$ cat config.mk
export PLATFORM = sky130hd
export DESIGN_NAME = run_len_detector
export DESIGN_NICKNAME = d
export VERILOG_FILES = /design/src/rtl/run_len_detector.sv
export SDC_FILE = /design/constraint.sdc
export NUM_CORES = 1
export LEC_CHECK = 0
export BUFFER_PORTS_ARGS = -buffer_cell sky130_fd_sc_hd__buf_4
export CORE_AREA = 8 8 45 47
export CTS_BUF_LIST = sky130_fd_sc_hd__clkbuf_16
export DETAILED_ROUTE_END_ITERATION = 6
export DIE_AREA = 0 0 53 55
export PLACE_DENSITY = 0.66
export RECOVER_POWER = 50
export SLEW_MARGIN = 0
export SYNTH_ARGS = -nofsm -noshare
export SYNTH_HDL_FRONTEND = slang
export SYNTH_SLANG_ARGS = --single-unit
export TNS_END_PERCENT = 5
$ cat constraint.sdc
create_clock -name clk -period 1.95 [get_ports clk]
set_clock_uncertainty 0.15 [all_clocks]
set_input_delay 0 -clock clk [delete_from_list [all_inputs] [get_ports clk]]
set_output_delay 0 -clock clk [all_outputs]
set_load 0.02 [all_outputs]
$ cat src/rtl/run_len_detector.sv
// Purpose : flags a run of RUN_LEN equal bits on a serial input, with separate zero-run and one-run flags.
// Latency : out rises the cycle after the edge that samples the RUN_LEN-th equal bit; outputs are Moore, registered only.
// Backpressure: none; en gates sampling (en=0 holds all state), and clr gives a synchronous restart.
// Optional: define RUN_LEN_DETECTOR_STATS_EN to build the saturating match counter (match_cnt is tied to 0 otherwise).
module run_len_detector #(
    parameter int RUN_LEN = 4,
    parameter int CNT_W   = 3,
    parameter int MATCH_W = 8
) (
    input  logic               clk,
    input  logic               reset,
    input  logic               en,
    input  logic               clr,
    input  logic               mode,
    input  logic               in,
    output logic               out,
    output logic               out_zero,
    output logic               out_one,
    output logic               run_bit,
    output logic [CNT_W-1:0]   run_cnt,
    output logic [MATCH_W-1:0] match_cnt
);

    // The run counter must be able to hold RUN_LEN, and a zero-length run is meaningless.
    if (RUN_LEN < 1 || RUN_LEN > (2**CNT_W) - 1) begin : g_bad_run_len
        $error("run_len_detector: RUN_LEN must be in 1 .. 2**CNT_W-1");
    end

    localparam logic [CNT_W-1:0] RUN_LEN_C = CNT_W'(RUN_LEN);
    localparam logic [CNT_W-1:0] CNT_ONE   = CNT_W'(1);

    // IDLE means that no bit has been sampled since reset or clr, so run_bit is not yet meaningful.
    typedef enum logic {
        IDLE = 1'b0,
        RUN  = 1'b1
    } state_t;

    state_t           state_q;
    state_t           state_nxt;
    logic             run_bit_q;
    logic             run_bit_nxt;
    logic [CNT_W-1:0] run_cnt_q;
    logic [CNT_W-1:0] run_cnt_nxt;

    // State, run bit and run counter registers.
    always_ff @(posedge clk or negedge reset) begin
        if (!reset) begin
            state_q   <= IDLE;
            run_bit_q <= 1'b0;
            run_cnt_q <= '0;
        end else begin
            state_q   <= state_nxt;
            run_bit_q <= run_bit_nxt;
            run_cnt_q <= run_cnt_nxt;
        end
    end

    // Next-state logic. clr beats en, and en=0 holds everything.
    always_comb begin
        state_nxt   = state_q;
        run_bit_nxt = run_bit_q;
        run_cnt_nxt = run_cnt_q;
        if (clr) begin
            state_nxt   = IDLE;
            run_bit_nxt = 1'b0;
            run_cnt_nxt = '0;
        end else if (en) begin
            unique case (state_q)
                IDLE: begin
                    state_nxt   = RUN;
                    run_bit_nxt = in;
                    run_cnt_nxt = CNT_ONE;
                end
                RUN: begin
                    if (in != run_bit_q) begin
                        // The run is broken: the new bit starts a fresh run of length one.
                        run_bit_nxt = in;
                        run_cnt_nxt = CNT_ONE;
                    end else if (!mode) begin
                        // Overlapping mode: saturate at RUN_LEN so that the flag stays up while the run continues.
                        if (run_cnt_q != RUN_LEN_C) begin
                            run_cnt_nxt = run_cnt_q + CNT_ONE;
                        end
                    end else begin
                        // Non-overlapping mode: after a match, restart the count at the current sample.
                        run_cnt_nxt = (run_cnt_q == RUN_LEN_C) ? CNT_ONE : run_cnt_q + CNT_ONE;
                    end
                end
                default: begin
                    state_nxt   = IDLE;
                    run_bit_nxt = 1'b0;
                    run_cnt_nxt = '0;
                end
            endcase
        end
    end

`ifdef RUN_LEN_DETECTOR_STATS_EN
    logic               sat_hold;
    logic               match_hit;
    logic [MATCH_W-1:0] match_cnt_q;

    // A match is counted when a sample brings run_cnt to RUN_LEN. A sample that only holds the saturated overlapping count does not count.
    always_comb begin
        sat_hold  = (state_q == RUN) && (in == run_bit_q) && !mode && (run_cnt_q == RUN_LEN_C);
        match_hit = !clr && en && (run_cnt_nxt == RUN_LEN_C) && !sat_hold;
    end

    // Saturating match statistics counter. It is cleared by reset and clr.
    always_ff @(posedge clk or negedge reset) begin
        if (!reset) begin
            match_cnt_q <= '0;
        end else if (clr) begin
            match_cnt_q <= '0;
        end else if (match_hit && (match_cnt_q != {MATCH_W{1'b1}})) begin
            match_cnt_q <= match_cnt_q + MATCH_W'(1);
        end
    end

    assign match_cnt = match_cnt_q;
`else
    assign match_cnt = '0;
`endif

    // Moore outputs, decoded from the registered state only.
    assign out      = (state_q == RUN) && (run_cnt_q == RUN_LEN_C);
    assign out_zero = out & ~run_bit_q;
    assign out_one  = out & run_bit_q;
    assign run_bit  = run_bit_q;
    assign run_cnt  = run_cnt_q;

endmodule

Yosys cells after proc, flatten, opt, wreduce, memory -nomap -nowiden
Index checks and enable logic that the tools add are counted.

Register bits: 5. Bits in latches: 0. Memory bits (writable): 0. Bits in read-only memories: 0. Bits of input ports: 6. Output and inout bits: 15. Logic and storage cells: 30. Memories: 0.

Add/sub/neg operators: 1. $mul: 0. Divide/modulo/power cells: 0. Order comparisons: 0. Eq/ne operators: 5. Shifts and indexed selects: 0. Mux-type cells: 13. Bitwise logic cells: 4. Reductions and logical operators: 4.

Operator list (number): $mux 3 (6); $pmux 3 s2 (1); $mux 1 (5); $ne 5x3->1 const B (1); $reduce_and 2->1 (2); $add 3x1->3 const B (1); $eq 3x3->1 const B (1); $ne 3x2->1 const B (1); $ne 3x3->1 const B (1); $and 1x1->1 (2); $not 1->1 (2); $pmux 1 s2 (1); $reduce_bool 2->1 (1); $logic_and 1x1->1 (1); $ne 1x1->1 (1).

Logic depth before layout (Yosys ltp)
Gate-level depths: netlist of the first run.

Depth after elaboration: 7. Depth in mapped cells: 6. Mapped depth without buffers: 6.

Least setup slack after synthesis of the first run
Ideal clock, no wire load.

Kind: flip-flop to flip-flop. Start point: register run_cnt_q[0], in the netlist run_cnt[0]. End point: register run_cnt_q[0], in the netlist run_cnt[0]. Library setup time: 121 ps. Arrival time: 1351 ps. Required time: 1679 ps. Path slack: 328 ps. Stages on the path, launching flop included: 7. Path buffers: 0. Clock period less this slack: 1622 ps. Cell sequence: dfrtp_1 -> inv_1 -> ha_1 -> nand2_2 -> or3_1 -> a21boi_1 -> nor3_2.

Cells in the longest elaborated chain, start to end: 7. Elaborated cells on any way between the ends: 12. Classes of those cells: add/sub (1); eq/ne (3); mux (7); reduce/logical (1).

RTL lines: from (decl) (RTL line 42) `logic [CNT_W-1:0] run_cnt_q;`; from (signal assigned) (RTL line 54) `run_cnt_q <= run_cnt_nxt;`; $add 3x1->3 / $eq 3x3->1 (equally long branches) (RTL line 82, 86); $mux 3, on equally long branches (RTL line 81, 86); $mux 3 (RTL line 79) `end else if (!mode) begin`; $mux 3 (RTL line 75) `if (in != run_bit_q) begin`; $pmux 3 s2 (RTL line 68) `unique case (state_q)`; $mux 3 (RTL line 67) `end else if (en) begin`; $mux 3 (RTL line 63) `if (clr) begin`.

Parallel ways exist; a longest one is shown, timed or not. The select of a mux whose other input is x is not followed. A chain may end at the register's enable or synchronous reset.

Worst setup path in the final report of the first run
Start point: input port en. End point: register run_bit_q, in the netlist run_bit.

Cells in the longest elaborated chain, start to end: 2.

RTL lines: from (decl) (RTL line 12) `input logic en,`; $reduce_bool 2->1 (no source line); $reduce_and 2->1 (no source line); to (signal assigned) (RTL line 53) `run_bit_q <= run_bit_nxt;`; to (decl) (RTL line 40) `logic run_bit_q;`.

No other way between the ends.

==> impl_metrics.toml, run 1 <==
[timing]
finalHoldViolCount = 0
finalSetupViolCount = 0
drv_slew = 0
fin_crit_sh_pct = 85.21
period_minus_slack_ps = 1662
rsz0062_at_grt = "no"
setup_tns_ps = 0
max_freq_mhz = 601.8

[critical_path]
cpMostUsedCell = "dlygate4sd3_1"
critPathMaxStageDelay_ps = 560
path_cells = "dlygate4sd3_1, clkbuf_1, mux2i_1, dlygate4sd3_1, nor2_1"
path_buf_inv = 3
critPathKind = "in -> reg"
cpLargestDelayFamily = "buffers and inverters"
critPathLaunchType = "primary input"
crit_slowest_cell = "dlygate4sd3_1"
path_max_fanout = 8
end_kind = "flip-flop"
critPathArrivalTime_ps = 1630
required_ps = 1910

[floorplanning]
chipHeight_um = 55
ios = 21
die-width_um = 53
num_rows = 14
start_util_pct = 28.21
design.core.area_um2 = 1384
die_area_um2 = 2915

[drt]
postRouteAntennaNets = 0
wl_per_cell_um = 12.12
first_pass_iters = 3
vias = 347
drc = 0
drtIter0Drc = 1
drt-total-wl_um = 982
via_per_inst = 4.284

[yosys]
synth_top_area_share_pct = 32.05
synth_edf_count = 0
synth_common_cells = "8 x buf_4, 5 x dfrtp_1, 4 x nor2_1"
avgSynthCellArea_um2 = 8.872
synth_fa_ha_area_share_pct = 6.410
yosysMostFrequentCell = "buf_4"
yosysWarnings = 0
synthSimpleGateAreaFrac_pct = 28.53
synth_mux_area_share_pct = 5.128
syn_inst = 44
synth_top_family_by_area = "simple AND/OR/NAND/NOR gates"
yosys.area.top_type = "dfrtp_1"
synth_flop_cell = "dfrtp_1"
synth_area_leaders = "dfrtp_1 32%, buf_4 15%, ha_1 6.4%"
netlist_area_um2 = 390.4
synth_compound_area_share_pct = 6.090
ys_ff_latch = 5
synth-xor-area-share_pct = 2.244
yosysUniqueCellTypes = 25
seq_area_frac_synth_pct = 32.05
async_flop_share_pct = 100.0

[power]
combPwrFrac_pct = 13.2
p_per_area_nw_per_um2 = 850.0
pwr-share-seq_pct = 22.6
swShare_pct = 20.62
clkPwrFrac_pct = 64.2
p_leak_nw = 0.2844
peakVddDrop_mv = 0.4558
p_int_uw = 403.6
p_sw_uw = 104.8
total_power_uw = 508.4

[clock_network]
h-tree-depth = 1
cts_max_path_buffers = 2
cts_setup_buffers = 0
path_clk_slew_ps = 30
cts_tree = "yes"
clock_latency_ps = 220
root_buffer = "clkbuf_16"
cts_buffers = 3
clock_sinks = 5

[global_route]
antenna_found_initial = 0
grt_pass1_vias = 351
gr-total-overflow = 0
grt_pass1_wl_mm = 1.483
grtUsageTotal_pct = 7.346
grt_start_max_net_pins = 9

[finish]
n_antenna_cell = 0
fin_cells = 81
area_growth_pct = 53.21
fin_nets = 74
final_layout_size_suffix_gt1_share_pct = 26.15

[hold_path]
min_path_type = "in -> reg"

[job]
cap_violations = 0

[place]
port_buffers = 12
dp_hpwl_um = 724
place.gp.congestion = 0.7534
dp_cells = 70

[outcome]
outcome = "finished clean"
==> routing by layer <==
layer  global-route usage [%]  wire (µm)
met5                        0          0
met4                    5.172         19
met3                    4.011        122
met2                    13.48        514
met1                    5.828        325
==> flip-flops by register name, indices dropped and copies added (netlist names) <==
| name | cells |
|---|---|
| state_q | 1 |
| run_cnt | 3 |
| run_bit | 1 |
==> worst min-delay path: stages <==
cell and delay, ps:
dlygate4sd3_1 530, buf_4 140, nor3_2 50
==> path summary, 6_finish.rpt <==
path,slack (ps),cells after the start,start,end
setup / recovery,290,5,en,run_bit$_DFFE_PN0P_
hold / removal,380,3,clr,run_cnt[0]$_DFFE_PN0P_
min in group asynchronous,560,3,reset,run_cnt[1]$_DFFE_PN0P_
hold reg to reg,410,2,state_q$_DFFE_PN0P_,state_q$_DFFE_PN0P_
setup reg to reg,300,6,run_cnt[0]$_DFFE_PN0P_,run_cnt[0]$_DFFE_PN0P_
max in group asynchronous,900,3,reset,state_q$_DFFE_PN0P_
==> timing repair <==
item                                   CTS  global route
hold buffers                             8             0
gates resized for setup                  0             2
endpoints found under the hold margin   10             0
setup endpoints to repair                0             1
==> cells in the final DEF, fill, tap and decap left out, types with 2 or more instances in the layout <==
cell type      n
clkbuf_16      3
mux2i_1        2
dlygate4sd3_1  7
and3_2         2
dfrtp_1        5
buf_4          7
inv_1          3
clkbuf_1       4
nor2_1         4
nand3_1        2
conb_1         8
==> power by group through the flow <==
stage          Clock (mW)  Combinational, mW  Sequential, mW
6_report            0.326             0.0673           0.115
2_1_floorplan           0             0.0459           0.118
5_1_grt             0.344             0.0737           0.116
3_3_place_gp            0             0.0561           0.115
3_5_place_dp            0             0.0571           0.116
4_1_cts             0.331             0.0689           0.115
==> per-stage QoR <==
step | hold slack, ps | utilization [%] | worst slack [ps] | cell area, µm²
3_3_place_gp | -346.0 | 33.36 | 334.8 | 461.7
2_1_floorplan | -445.6 | - | 327.5 | 416.7
6_report | 381.3 | 43.22 | 288.4 | 598.1
5_1_grt | 401.6 | 43.22 | 199.9 | 598.1
3_5_place_dp | -346.1 | 33.36 | 299.0 | 461.7
4_1_cts | 378.6 | 44.85 | 41.31 | 620.6
==> logic make-up (layout without fill, tap and decap cells) <==
kind of cell	Yosys count	count (layout)
simple gates	18	18
fa+ha+maj	2	2
mux	2	2
compound gates	4	4
other cells	1	8
buf+inv	11	25
flops	5	5
xor+xnor	1	1
==> area by class of cell <==
type | count | area, µm²
fillers | 155 | 785.8
multi-input cells | 35 | 221.5
repair buffers | 19 | 145.1
flip-flops and latches | 5 | 125.1
clock buffers | 3 | 75.07
well taps | 16 | 20.02
inverters | 2 | 7.507
clock inverters | 1 | 3.754
No activity file was read; power rests on OpenSTA's default activity.
==> run 2: changes to the inputs <==
--- a/config.mk
+++ b/config.mk
@@ -6,11 +6,13 @@
 export NUM_CORES = 1
 export LEC_CHECK = 0
 export BUFFER_PORTS_ARGS = -buffer_cell sky130_fd_sc_hd__buf_4
-export CORE_AREA = 8 8 45 47
+export CELL_PAD_IN_SITES_DETAIL_PLACEMENT = 1
+export CELL_PAD_IN_SITES_GLOBAL_PLACEMENT = 1
+export CORE_MARGIN = 8
+export CORE_UTILIZATION = 29
 export CTS_BUF_LIST = sky130_fd_sc_hd__clkbuf_16
 export DETAILED_ROUTE_END_ITERATION = 6
-export DIE_AREA = 0 0 53 55
-export PLACE_DENSITY = 0.66
+export PLACE_DENSITY = 0.84
 export RECOVER_POWER = 50
 export SLEW_MARGIN = 0
 export SYNTH_ARGS = -nofsm -noshare
==> run 2 against run 1 <==
  * Clock power about the same
  * Sequential cell count unchanged
  * Critical path depth increased by 1
  * Clock-buffer cell count unchanged
  * Hold slack got worse by 9.1 ps
  * Combinational power decreased by 5.5%
  * Fmax increased by 1.8%
  * Critical endpoint is now run_cnt[0]$_DFFE_PN0P_
  * Largest power group unchanged
==> impl_metrics.toml, run 2 (same netlist as run 1, synthesis figures left out) <==
[timing]
max_freq_mhz = 612.8
finalHoldViolCount = 0
period_minus_slack_ps = 1632
holdWs_ps = 372.2
rsz0062_at_grt = "no"
setup_tns_ps = 0
finalSetupViolCount = 0
fin_crit_sh_pct = 83.69
drv_slew = 0

[critical_path]
path_buf_inv = 1
critPathKind = "reg -> reg"
critPathLaunchType = "flip-flop"
required_ps = 1910
ff2ff_path_depth = 6
critPathArrivalTime_ps = 1590
crit_end = "run_cnt[0]$_DFFE_PN0P_"
path_depth = 6
rr_startpoint = "run_cnt[0]$_DFFE_PN0P_"
crit_start = "run_cnt[0]$_DFFE_PN0P_"
end_kind = "flip-flop"
path_cells = "inv_1, ha_1, nand2_2, or3_1, a21boi_1, nor3_2"
r2r_slack_ps = 320
critPathMaxStageDelay_ps = 420
cpLargestDelayFamily = "simple AND/OR/NAND/NOR gates"
crit_slowest_cell = "dfrtp_1"
reg2reg_to = "run_cnt[0]$_DFFE_PN0P_"
path_max_fanout = 6

[place]
dp_hpwl_um = 744.3
place.gp.congestion = 0.7274
dp_cells = 69
place_area_um2 = 460.4
port_buffers = 12

[clock_network]
h-tree-depth = 1
cts_tree = "yes"
cts_resized = 0
root_buffer = "clkbuf_16"
ctsHoldBuffers = 6
cts_max_path_buffers = 2
clock_latency_ps = 230
cts_buffers = 3
clock_sinks = 5
cts_setup_buffers = 0
path_clk_slew_ps = 30

[power]
p_leak_nw = 0.2784
p_per_area_nw_per_um2 = 872.8
total_power_uw = 506.7
peakVddDrop_mv = 0.5071

[floorplanning]
ios = 21
die-width_um = 52.69
num_rows = 13
start_util_pct = 30.38
design.core.area_um2 = 1285
chipHeight_um = 52.69
die_area_um2 = 2776

[outcome]
outcome = "finished clean"

[drt]
first_pass_iters = 2
wl_per_cell_um = 13.11
drtIter0Drc = 2
via_per_inst = 4.291
drt-total-wl_mm = 1.036
postRouteAntennaNets = 0
drc = 0
vias = 339

[global_route]
grt_start_max_net_pins = 9
antenna_found_initial = 0
gr-total-overflow = 0
grt_pass1_vias = 344
grtUsageTotal_pct = 7.836
grt_pass1_wl_mm = 1.600

[job]
cap_violations = 0

[finish]
largest_reg_flops = 3
area_growth_pct = 48.72
fin_nets = 73
fin_cells = 79
design_area_um2 = 580.6
fill_cells = 160
final_cell_mix = "8 x conb_1, 6 x dlygate4sd3_1, 6 x buf_4"
n_antenna_cell = 0
final_common_cell = "conb_1"
final_layout_size_suffix_gt1_share_pct = 23.44

[hold_path]
min_path_type = "in -> reg"
==> run 2: changes by cell type in the layout (fill, tap and decap cells not counted), sizes merged <==
cell,previous run,this run
buf,7,6
clkbuf,8,9
dlygate4sd3,7,6
==> run 2: per-layer routing <==
layer	GRT usage (%)	up-vias	routed length, µm
met2	13.83	13	526
met1	7.544	154	390
met5	0	-	0
met4	5.172	0	15
met3	2.557	2	104
li1	-	170	-
==> run 2: layout make-up <==
cell class | count | area [µm²] | share of cell area (%)
inverters | 2 | 7.507 | 1.293
clock buffers | 3 | 75.07 | 12.93
well taps | 15 | 18.77 | 3.233
repair buffers | 18 | 131.4 | 22.63
clock inverters | 1 | 3.754 | 0.6466
multi-input cells | 35 | 219.0 | 37.72
flip-flops and latches | 5 | 125.1 | 21.55
==> run 2: worst min-delay path by stage <==
stage           from                     end  slack [ps]  depth (start not counted)
2_1_floorplan  reset     run_bit$_DFFE_PN0P_        -450                          0
3_3_place_gp   reset     state_q$_DFFE_PN0P_        -350                          1
3_5_place_dp   reset  run_cnt[1]$_DFFE_PN0P_        -340                          1
4_1_cts          clr  run_cnt[0]$_DFFE_PN0P_         360                          3
5_1_grt          clr  run_cnt[0]$_DFFE_PN0P_         390                          3
6_report         clr  run_cnt[0]$_DFFE_PN0P_         370                          3
==> run 2: report_power, final <==
group	internal, mW	switching, mW	total, mW
registers	0.109	0.00536	0.114
logic	0.0261	0.0376	0.0636
clock network	0.265	0.0636	0.329
==> run 2: per-stage QoR <==
step           setup WS [ps]  util [%]
5_1_grt                214.0     45.18
3_5_place_dp           315.0     35.83
3_3_place_gp           337.8     35.83
4_1_cts                298.9     46.64
6_report               318.1     45.18
2_1_floorplan          327.5         -
==> run 2: tightest hold or removal path, cell delays in order <==
cell and delay (ps):
dlygate4sd3_1 530, buf_4 130, nor3_2 40
==> run 3: changes to the inputs <==
==> constraint.sdc (replaced) <==
create_clock -name clk -period 1.7 [get_ports clk]
set_clock_uncertainty 0.15 [all_clocks]
set_input_delay 0 -clock clk [delete_from_list [all_inputs] [get_ports clk]]
set_output_delay 0 -clock clk [all_outputs]
set_load 0.02 [all_outputs]
==> run 3 against run 2 <==
  * Routed wire length increased by 12%
  * Hold slack improved by 1.5 ps
  * Highest routed layer is now met3
  * Clock power increased by 17%
  * Fmax grew 2.4%
  * Critical path type unchanged
  * Final cell count is 1.3% higher
  * Clock-buffer cell count unchanged
  * Sequential power is 14% higher
==> impl_metrics.toml, run 3 (same netlist as run 1, synthesis figures left out) <==
[outcome]
outcome = "finished clean"

[clock_network]
cts_max_path_buffers = 2
clock_sinks = 5
cts_tree = "yes"
clock_latency_ps = 230
h-tree-depth = 1
cts_buffers = 3
root_buffer = "clkbuf_16"
cts_setup_buffers = 0
path_clk_slew_ps = 30

[drt]
drt-total-wl_mm = 1.157
postRouteAntennaNets = 0
drtIter0Drc = 0
drc = 0
wl_per_cell_um = 14.46
first_pass_iters = 1
via_per_inst = 4.413
vias = 353

[global_route]
grt_pass1_vias = 357
grtUsageTotal_pct = 8.859
gr-total-overflow = 0
grt_start_max_net_pins = 9
grt_pass1_wl_mm = 1.759
antenna_found_initial = 0

[floorplanning]
die-width_um = 52.69
die_area_um2 = 2776
design.core.area_um2 = 1285
num_rows = 13
ios = 21
chipHeight_um = 52.69
start_util_pct = 30.38

[power]
swShare_pct = 22.20
pwr-share-seq_pct = 21.8
p_per_area_nw_per_um2 = 1006
p_int_uw = 462.4
p_leak_nw = 0.2824
combPwrFrac_pct = 13.5
p_sw_uw = 131.9
peakVddDrop_mv = 0.6582
clkPwrFrac_pct = 64.7

[critical_path]
end_kind = "flip-flop"
path_max_fanout = 4
required_ps = 1660
critPathKind = "reg -> reg"
critPathArrivalTime_ps = 1560
critPathLaunchType = "flip-flop"

[timing]
worst_slack_ps = 106.6
max_freq_mhz = 627.6
finalSetupViolCount = 0
drv_slew = 0
setup_tns_ps = 0
fin_crit_sh_pct = 93.73
period_minus_slack_ps = 1593
finalHoldViolCount = 0
rsz0062_at_grt = "no"

[finish]
final_layout_size_suffix_gt1_share_pct = 26.15
final_common_cell = "conb_1"
n_antenna_cell = 0
area_growth_pct = 51.28
final_cell_mix = "8 x conb_1, 7 x buf_4, 6 x dlygate4sd3_1"
final_core_utilization_pct = 45.96
largest_reg_flops = 3
fin_nets = 74

[place]
dp_hpwl_um = 850.7
port_buffers = 12
place_ws_ps = 83.83
place.gp.congestion = 0.8257

[hold_path]
min_path_type = "in -> reg"

[job]
cap_violations = 0
[run 3: cell count changes in the layout (fill, tap and decap cells not counted), sizes merged]
cell	previous run	this run
buf	6	7
[run 3: critical path, stage by stage (launching register included)]
cell      delay, ps
dfrtp_1         390
inv_1            90
ha_2            210
nand2_2          80
or3_1           320
a21boi_1        180
nor3_2           60
[run 3: path summary, 6_finish.rpt]
kind | start | to | slack (ps) | cells after the start
setup / recovery | run_cnt[1]$_DFFE_PN0P_ | run_cnt[0]$_DFFE_PN0P_ | 110 | 6
hold / removal | clr | run_cnt[0]$_DFFE_PN0P_ | 370 | 3
setup reg to reg | run_cnt[1]$_DFFE_PN0P_ | run_cnt[0]$_DFFE_PN0P_ | 110 | 6
hold reg to reg | state_q$_DFFE_PN0P_ | state_q$_DFFE_PN0P_ | 410 | 2
max in group asynchronous | reset | state_q$_DFFE_PN0P_ | 600 | 3
min in group asynchronous | reset | run_cnt[0]$_DFFE_PN0P_ | 590 | 3
[run 3: metal layers]
| metal | share of wire, % | vias to the layer above | GRT usage [%] |
|---|---|---|---|
| li1 | - | 173 | - |
| met1 | 35 | 168 | 8.347 |
| met2 | 55 | 12 | 14.82 |
| met3 | 10 | 0 | 5.114 |
| met4 | 0 | 0 | 4.741 |
| met5 | 0 | - | 0 |
[run 3: cell type report]
type | instances | area [µm²]
clock buffers | 3 | 75.07
fillers | 156 | 694.4
repair buffers | 19 | 138.9
multi-input cells | 35 | 221.5
clock inverters | 1 | 3.754
flip-flops and latches | 5 | 125.1
well taps | 15 | 18.77
inverters | 2 | 7.507
[run 3: metrics by stage]
step	total power, mW	cell area (µm²)	cells	hold slack [ps]
floorplan	0.1883	416.7	51	-445.6
finish	0.5943	590.6	80	373.7
CTS	0.6004	606.8	80	369.0
global route	0.6135	590.6	80	398.7
global placement	0.2001	467.9	70	-343.7
detailed placement	0.2022	467.9	70	-342.7
[run 3: power by group through the flow]
stage	clock network, mW	logic, mW	registers, mW
detailed placement	0	0.0713	0.131
CTS	0.388	0.0823	0.130
global route	0.395	0.0880	0.130
floorplan	0	0.0526	0.136
finish	0.385	0.0801	0.130
global placement	0	0.0696	0.130
[run 3: timing repair]
item,in CTS,in global routing
endpoints found under the hold margin,10,0
hold buffers,6,0
resized for setup,0,1
endpoints found under the setup margin,0,1
